## config.mk

```make
export PLATFORM = sky130hd
export DESIGN_NAME = cpu_instr_decoder
export DESIGN_NICKNAME = d
export VERILOG_FILES = /design/src/rtl/cpu_defs_pkg.sv /design/src/rtl/cpu_decode_skid.sv /design/src/rtl/cpu_instr_decoder.sv
export SDC_FILE = /design/constraint.sdc
export NUM_CORES = 1
export LEC_CHECK = 0
export ABC_AREA = 1
export BUFFER_PORTS_ARGS = -buffer_cell sky130_fd_sc_hd__buf_2
export CAP_MARGIN = 15
export CORE_UTILIZATION = 58
export CTS_BUF_LIST = sky130_fd_sc_hd__clkbuf_4
export DETAILED_ROUTE_END_ITERATION = 8
export PLACE_DENSITY_LB_ADDON = 0.2
export SYNTH_ARGS = -nofsm -noshare
export SYNTH_HDL_FRONTEND = slang
export SYNTH_SLANG_ARGS = --single-unit
```

## constraint.sdc

```tcl
create_clock -name clk -period 4.05 [get_ports clk]
set_input_delay 0.2025 -clock clk [delete_from_list [all_inputs] [get_ports clk]]
set_output_delay 0.2025 -clock clk [all_outputs]
set_load 0.005 [all_outputs]
```

## src/rtl/cpu_defs_pkg.sv

```systemverilog
// Shared instruction encoding, field positions and decoded bundle type.
// No logic; types and constants only.
// Used by the decoder top and its output skid buffer.
package cpu_defs_pkg;

    typedef logic [31:0] instr_t;
    typedef logic [31:0] addr_t;

    // Opcode lives in instr[31:28]; 5..E are unassigned and decode as illegal.
    typedef enum logic [3:0] {
        OP_NOP   = 4'h0,
        OP_ADD   = 4'h1,
        OP_ADDI  = 4'h2,
        OP_LOAD  = 4'h3,
        OP_STORE = 4'h4,
        OP_HALT  = 4'hF
    } opcode_t;

    localparam int OP_MSB  = 31;
    localparam int OP_LSB  = 28;
    localparam int RD_MSB  = 27;
    localparam int RD_LSB  = 24;
    localparam int RS1_MSB = 23;
    localparam int RS1_LSB = 20;
    localparam int RS2_MSB = 19;
    localparam int RS2_LSB = 16;
    localparam int IMM_MSB = 15;
    localparam int IMM_LSB = 0;

    // Field order here is the bit order of the packed bundle (op is the MSBs).
    typedef struct packed {
        logic [3:0]  op;
        logic [3:0]  rd;
        logic [3:0]  rs1;
        logic [3:0]  rs2;
        logic [31:0] imm;
        logic        we;
        logic        mem_rd;
        logic        mem_wr;
        logic        illegal;
        addr_t       pc;
    } decoded_t;

    // Opcodes with no assigned meaning.
    function automatic logic is_illegal_op(input logic [3:0] op);
        return (op >= 4'h5) && (op <= 4'hE);
    endfunction

endpackage

```

## src/rtl/cpu_decode_skid.sv

```systemverilog
// Two-entry FIFO of decoded bundles between decode and execute; head drives the outputs.
// Latency: a push is visible at the head the next cycle when empty or draining.
// Backpressure: o_in_rdy drops only when both entries are occupied; independent of i_out_rdy.
module cpu_decode_skid
    import cpu_defs_pkg::*;
#(
    parameter int DEPTH = 2
) (
    input  logic     clk,
    input  logic     rst,
    input  logic     i_flush,
    input  logic     i_in_vld,
    output logic     o_in_rdy,
    input  decoded_t i_in_dat,
    output logic     o_out_vld,
    input  logic     i_out_rdy,
    output decoded_t o_out_dat
);

    localparam logic [1:0] LP_FULL = 2'(DEPTH);

    decoded_t   r_ent0;
    decoded_t   r_ent1;
    logic [1:0] r_count;

    logic w_push;
    logic w_pop;

    assign o_in_rdy  = (r_count < LP_FULL);
    assign o_out_vld = (r_count != 2'd0);
    // Empty buffer presents an all-zero bundle so stale entries never leak out.
    assign o_out_dat = o_out_vld ? r_ent0 : '0;

    assign w_push = i_in_vld & o_in_rdy;
    assign w_pop  = i_out_rdy & o_out_vld;

    // Entry shifting and occupancy; entry 0 is always the oldest.
    always_ff @(posedge clk) begin
        if (rst || i_flush) begin
            r_ent0  <= '0;
            r_ent1  <= '0;
            r_count <= 2'd0;
        end else begin
            case ({w_push, w_pop})
                2'b10: begin
                    if (r_count == 2'd0) begin
                        r_ent0 <= i_in_dat;
                    end else begin
                        r_ent1 <= i_in_dat;
                    end
                    r_count <= r_count + 2'd1;
                end
                2'b01: begin
                    r_ent0  <= r_ent1;
                    r_count <= r_count - 2'd1;
                end
                2'b11: begin
                    if (r_count == 2'd1) begin
                        r_ent0 <= i_in_dat;
                    end else begin
                        r_ent0 <= r_ent1;
                        r_ent1 <= i_in_dat;
                    end
                end
                default: begin
                end
            endcase
        end
    end

endmodule

```

## src/rtl/cpu_instr_decoder.sv

```systemverilog
// Decodes fetch words into control/operand bundles, tracks busy registers, stalls RAW/WAW hazards.
// Latency: one cycle from accept to out_* when the skid buffer is empty or draining.
// Backpressure: in_ready low when halted, flushing, buffer full, or a source/dest register is busy.
module cpu_instr_decoder
    import cpu_defs_pkg::*;
#(
    parameter int DEPTH    = 2,
    parameter int NUM_REGS = 16
) (
    input  logic        clk,
    input  logic        rst,
    input  logic        flush,
    input  logic        in_valid,
    output logic        in_ready,
    input  logic [31:0] in_instr,
    input  logic [31:0] in_pc,
    output logic        out_valid,
    input  logic        out_ready,
    output logic [3:0]  out_op,
    output logic [3:0]  out_rd,
    output logic [3:0]  out_rs1,
    output logic [3:0]  out_rs2,
    output logic [31:0] out_imm,
    output logic        out_we,
    output logic        out_mem_rd,
    output logic        out_mem_wr,
    output logic        out_illegal,
    output logic [31:0] out_pc,
    input  logic        wb_valid,
    input  logic [3:0]  wb_rd,
    output logic        halted
);

    logic [NUM_REGS-1:0] r_busy;
    logic                r_halted;

    logic [3:0]          w_raw_op;
    decoded_t            w_dec;
    decoded_t            w_head;
    logic                w_use_rs1;
    logic                w_use_rs2;
    logic                w_stops;
    logic                w_hazard;
    logic                w_skid_rdy;
    logic                w_accept;
    logic [NUM_REGS-1:0] w_busy_nxt;

    assign w_raw_op = in_instr[OP_MSB:OP_LSB];

    // Combinational decode of the presented fetch word into a bundle plus operand-use flags.
    always_comb begin
        w_dec         = '0;
        w_use_rs1     = 1'b0;
        w_use_rs2     = 1'b0;
        w_stops       = 1'b0;
        w_dec.rd      = in_instr[RD_MSB:RD_LSB];
        w_dec.rs1     = in_instr[RS1_MSB:RS1_LSB];
        w_dec.rs2     = in_instr[RS2_MSB:RS2_LSB];
        w_dec.imm     = {{16{in_instr[IMM_MSB]}}, in_instr[IMM_MSB:IMM_LSB]};
        w_dec.pc      = in_pc;
        w_dec.op      = OP_NOP;
        case (w_raw_op)
            OP_NOP: begin
            end
            OP_ADD: begin
                w_dec.op  = OP_ADD;
                w_dec.we  = 1'b1;
                w_use_rs1 = 1'b1;
                w_use_rs2 = 1'b1;
            end
            OP_ADDI: begin
                w_dec.op  = OP_ADDI;
                w_dec.we  = 1'b1;
                w_use_rs1 = 1'b1;
            end
            OP_LOAD: begin
                w_dec.op     = OP_LOAD;
                w_dec.we     = 1'b1;
                w_dec.mem_rd = 1'b1;
                w_use_rs1    = 1'b1;
            end
            OP_STORE: begin
                w_dec.op     = OP_STORE;
                w_dec.mem_wr = 1'b1;
                w_use_rs1    = 1'b1;
                w_use_rs2    = 1'b1;
            end
            OP_HALT: begin
                w_dec.op = OP_HALT;
                w_stops  = 1'b1;
            end
            default: begin
                // Unassigned opcodes travel as a NOP tagged illegal and stop further fetch.
                w_dec.illegal = is_illegal_op(w_raw_op);
                w_stops       = 1'b1;
            end
        endcase
    end

    // Writeback in the same cycle does not bypass: the registered busy bits alone decide the stall.
    assign w_hazard = (w_use_rs1 & r_busy[w_dec.rs1])
                    | (w_use_rs2 & r_busy[w_dec.rs2])
                    | (w_dec.we  & r_busy[w_dec.rd]);

    assign in_ready = ~r_halted & ~flush & w_skid_rdy & ~w_hazard;
    assign w_accept = in_valid & in_ready;
    assign halted   = r_halted;

    // Next busy vector: retire first, then a new writer claims its register so set wins on a tie.
    always_comb begin
        w_busy_nxt = r_busy;
        if (wb_valid) begin
            w_busy_nxt[wb_rd] = 1'b0;
        end
        if (w_accept && w_dec.we) begin
            w_busy_nxt[w_dec.rd] = 1'b1;
        end
    end

    // Register busy scoreboard; flush discards all outstanding writers.
    always_ff @(posedge clk) begin
        if (rst || flush) begin
            r_busy <= '0;
        end else begin
            r_busy <= w_busy_nxt;
        end
    end

    // Sticky halt after accepting HALT or an illegal word; only reset or flush releases it.
    always_ff @(posedge clk) begin
        if (rst || flush) begin
            r_halted <= 1'b0;
        end else if (w_accept && w_stops) begin
            r_halted <= 1'b1;
        end
    end

    cpu_decode_skid #(
        .DEPTH (DEPTH)
    ) u_skid (
        .clk       (clk),
        .rst       (rst),
        .i_flush   (flush),
        .i_in_vld  (w_accept),
        .o_in_rdy  (w_skid_rdy),
        .i_in_dat  (w_dec),
        .o_out_vld (out_valid),
        .i_out_rdy (out_ready),
        .o_out_dat (w_head)
    );

    assign out_op      = w_head.op;
    assign out_rd      = w_head.rd;
    assign out_rs1     = w_head.rs1;
    assign out_rs2     = w_head.rs2;
    assign out_imm     = w_head.imm;
    assign out_we      = w_head.we;
    assign out_mem_rd  = w_head.mem_rd;
    assign out_mem_wr  = w_head.mem_wr;
    assign out_illegal = w_head.illegal;
    assign out_pc      = w_head.pc;

endmodule

```

==> impl_metrics.ini <==
[clock_tree]
root_buffer = clkbuf_4
insertion_delay_ns = 0.55
htreeDepth = 4
post_cts_buffers = 0
cts_tree = yes
clkSlewWorstSetupHoldPaths_ns = 0.12
clockBufferDepth = 2
cts-buffers-inserted = 17
cts_num_sinks = 155

[drt]
drt_wl_total_um = 22000
wl_per_cell_um = 13.7
vias = 8658
drcViolationCount = 0
firstDrtPassIters = 6
ant_nets = 0
vias_per_cell = 5.40
drtIter0Drc = 831

[sta]
worst_slew_pin_slew_ns = 1.10
rsz0062_at_grt = false
slew_violations = 0
setup_tns_ns = 0
fin_worst_skew_ns = 0.0169
hold_viol_final = 0
setup_viol = 0
fmax_mhz = 284
period_needed_ns = 3.52
hold_slack_ns = 0.0399
relSlewSlack_pct = 26.5
post-route-period-util_pct = 87.0

[yosys]
synth-seq-cells = 155
synth_top_area_share_pct = 37.1
ys.warnings.count = 0
synth_cells = 1271
synth_area_um2 = 8360
synth_area_per_cell_um2 = 6.58
seq_area_frac_synth_pct = 37.1
yosys-top-cells-area = dfxtp_1 37%, o21ai_0 12%, nor2_1 8.5%, nand3_1 7.3%, nand2_1 7.0%
syn_nets = 1350
ys_types = 30
synth_top_cell_by_area = dfxtp_1

[flow_run]
drv_cap = 0

[worst_hold_path]
hp-class = in -> reg

[placement]
hpwl_um = 13500
place.gp.congestion = 0.952
io_buffers = 160

[die]
num_rows = 43
die_area_um2 = 14900
coreArea_um2 = 14000
dieHeight_um = 122
ios = 161
start_util_pct = 59.8
die_x_um = 122

[cells_and_area]
nNetsFinal = 1492
syn2layout_area_growth_pct = 16.7
drive_gt1_share_pct = 18.1
layout_common_cells = 195 x o21ai_0, 189 x nor2_1, 160 x buf_2
final_common_cell = o21ai_0
num_antenna_cells = 0

[setup_path]
start_kind = input port
arrival_ns = 3.97
crit_top_cell = nand2_1
worstSetupEndpointType = register
crit_slowest_cell = dlygate4sd3_1
crit_family = buffers and inverters
r2r_slack_ns = 0.71
crit_required_ns = 4.50
criticalPathCategory = in -> reg
cp_slowest_stage_delay_ns = 0.53
worstPathCellList = dlygate4sd3_1 > buf_2 > nor2_1 > inv_1 > nor2_4 > inv_2 > nand2_1 > nand2_1 > nand2_1 > nor3_4 > buf_4 > nand2_1 > inv_1 > ha_1 > inv_1 > nor2_1 > nor2_1 > inv_1 > nand2_1 > buf_4 > o21ai_0 > a21oi_1 > nor2_1
path_buf_inv = 9
cp_max_fo = 37

[global_route]
grt_pass1_wl_um = 35500
globalRouteOverflowTotal = 0
grt.total_usage_pct = 29.7
antenna_found_initial = 0
grt_max_degree = 99
first_global_vias = 7550

[pwr]
total_leakage_power_nw = 4.26
power.density_nw_per_um2 = 311
peakVddDrop_mv = 0.251

[status]
status = finished, final reports clean
## what timing repair did
item | in CTS | in global routing
resized for setup | 0 | 1
hold endpoints to repair | 59 | 0
setup endpoints to repair | 0 | 30
hold buffers | 57 | 0
## synth_stat cells, drive strengths merged
cell / n
nand2: 156
o22ai: 4
o21ai: 195
ha: 5
nor2: 194
nand4: 21
nand3: 122
inv: 151
o211ai: 1
nor3: 4
nor4: 1
a21oi: 144
xor2: 1
buf: 51
a31oi: 1
dfxtp: 155
o31ai: 3
or2: 1
clkbuf: 61
## logic make-up after synthesis
group / Yosys count / share of synthesized area (%)
compound gates: 348 / 22.8
xor+xnor: 1 / 0.105
fa+ha+maj: 5 / 0.748
buf+inv: 263 / 13.9
flops: 155 / 37.1
simple gates: 499 / 25.3
## report_power, final
part           switching [mW]  internal, mW  total, mW
Sequential             0.0193          1.59       1.61
Clock                   0.531         0.246      0.777
Combinational           0.410         0.235      0.645
## path summary, 6_finish.rpt
kind | from | cells past startpoint | endpoint
worst min register to register | u_skid.r_ent1[49] | 2 | u_skid.r_ent1[49]
worst min-delay path | in_instr[27] | 3 | u_skid.r_ent1[79]
worst max register to register | r_busy[9] | 22 | u_skid.r_ent0[23]
worst max-delay path | in_instr[31] | 23 | u_skid.r_ent0[38]
## per-stage QoR
step	cell area (um2)	std cells	total power, mW	worst slack [ns]	util [%]
after floorplan	8360	1271	2.10	1.20	-
after global placement	8980	1517	2.23	0.518	64.2
after detailed placement	8980	1517	2.24	0.351	64.2
after CTS	9760	1604	3.04	0.386	69.7
after global routing	9760	1604	3.20	0.116	69.8
final	9760	1604	3.03	0.528	69.8
## flip-flops by register name, indices dropped and copies added (netlist names)
name            flops
u_skid.r_ent1      68
r_busy             16
u_skid.r_ent0      68
halted              1
u_skid.r_count      2
## worst register-to-register path, cell delays in order (launching register included)
cell and delay (ns):
dfxtp_1 0.37, nand2_1 0.08, nand3_1 0.07, nand3_1 0.09, nand2_1 0.07, nand2_1 0.06, nand2_1 0.06, nand2_1 0.06
nand2_1 0.10, nor3_4 0.12, buf_4 0.24, nand2_1 0.10, inv_1 0.10, ha_1 0.19, inv_1 0.05, nor2_1 0.08
nor2_1 0.06, inv_1 0.37, nand2_1 0.23, buf_4 0.31, o21ai_0 0.28, a21oi_2 0.04, nor2_1 0.17
## metal layers
layer  global-route usage [%]  vias to the layer above  part of all wire [%]
met5                        0                        -                     0
met4                     11.6                        0                   2.6
met3                     5.01                       45                   5.8
met2                     45.7                      302                    45
met1                     41.2                     3911                    46
li1                         -                     4400                     -
## layout make-up
| type | count | area [um2] |
|---|---|---|
| inverter | 151 | 567 |
| clock inverter | 10 | 55.1 |
| fill | 1260 | 4230 |
| tap | 180 | 225 |
| multi-input combinational | 853 | 4120 |
| clock buffer | 20 | 150 |
| timing repair buffer | 235 | 1540 |
| sequential | 155 | 3100 |
No activity file was read; power rests on OpenSTA's default activity.
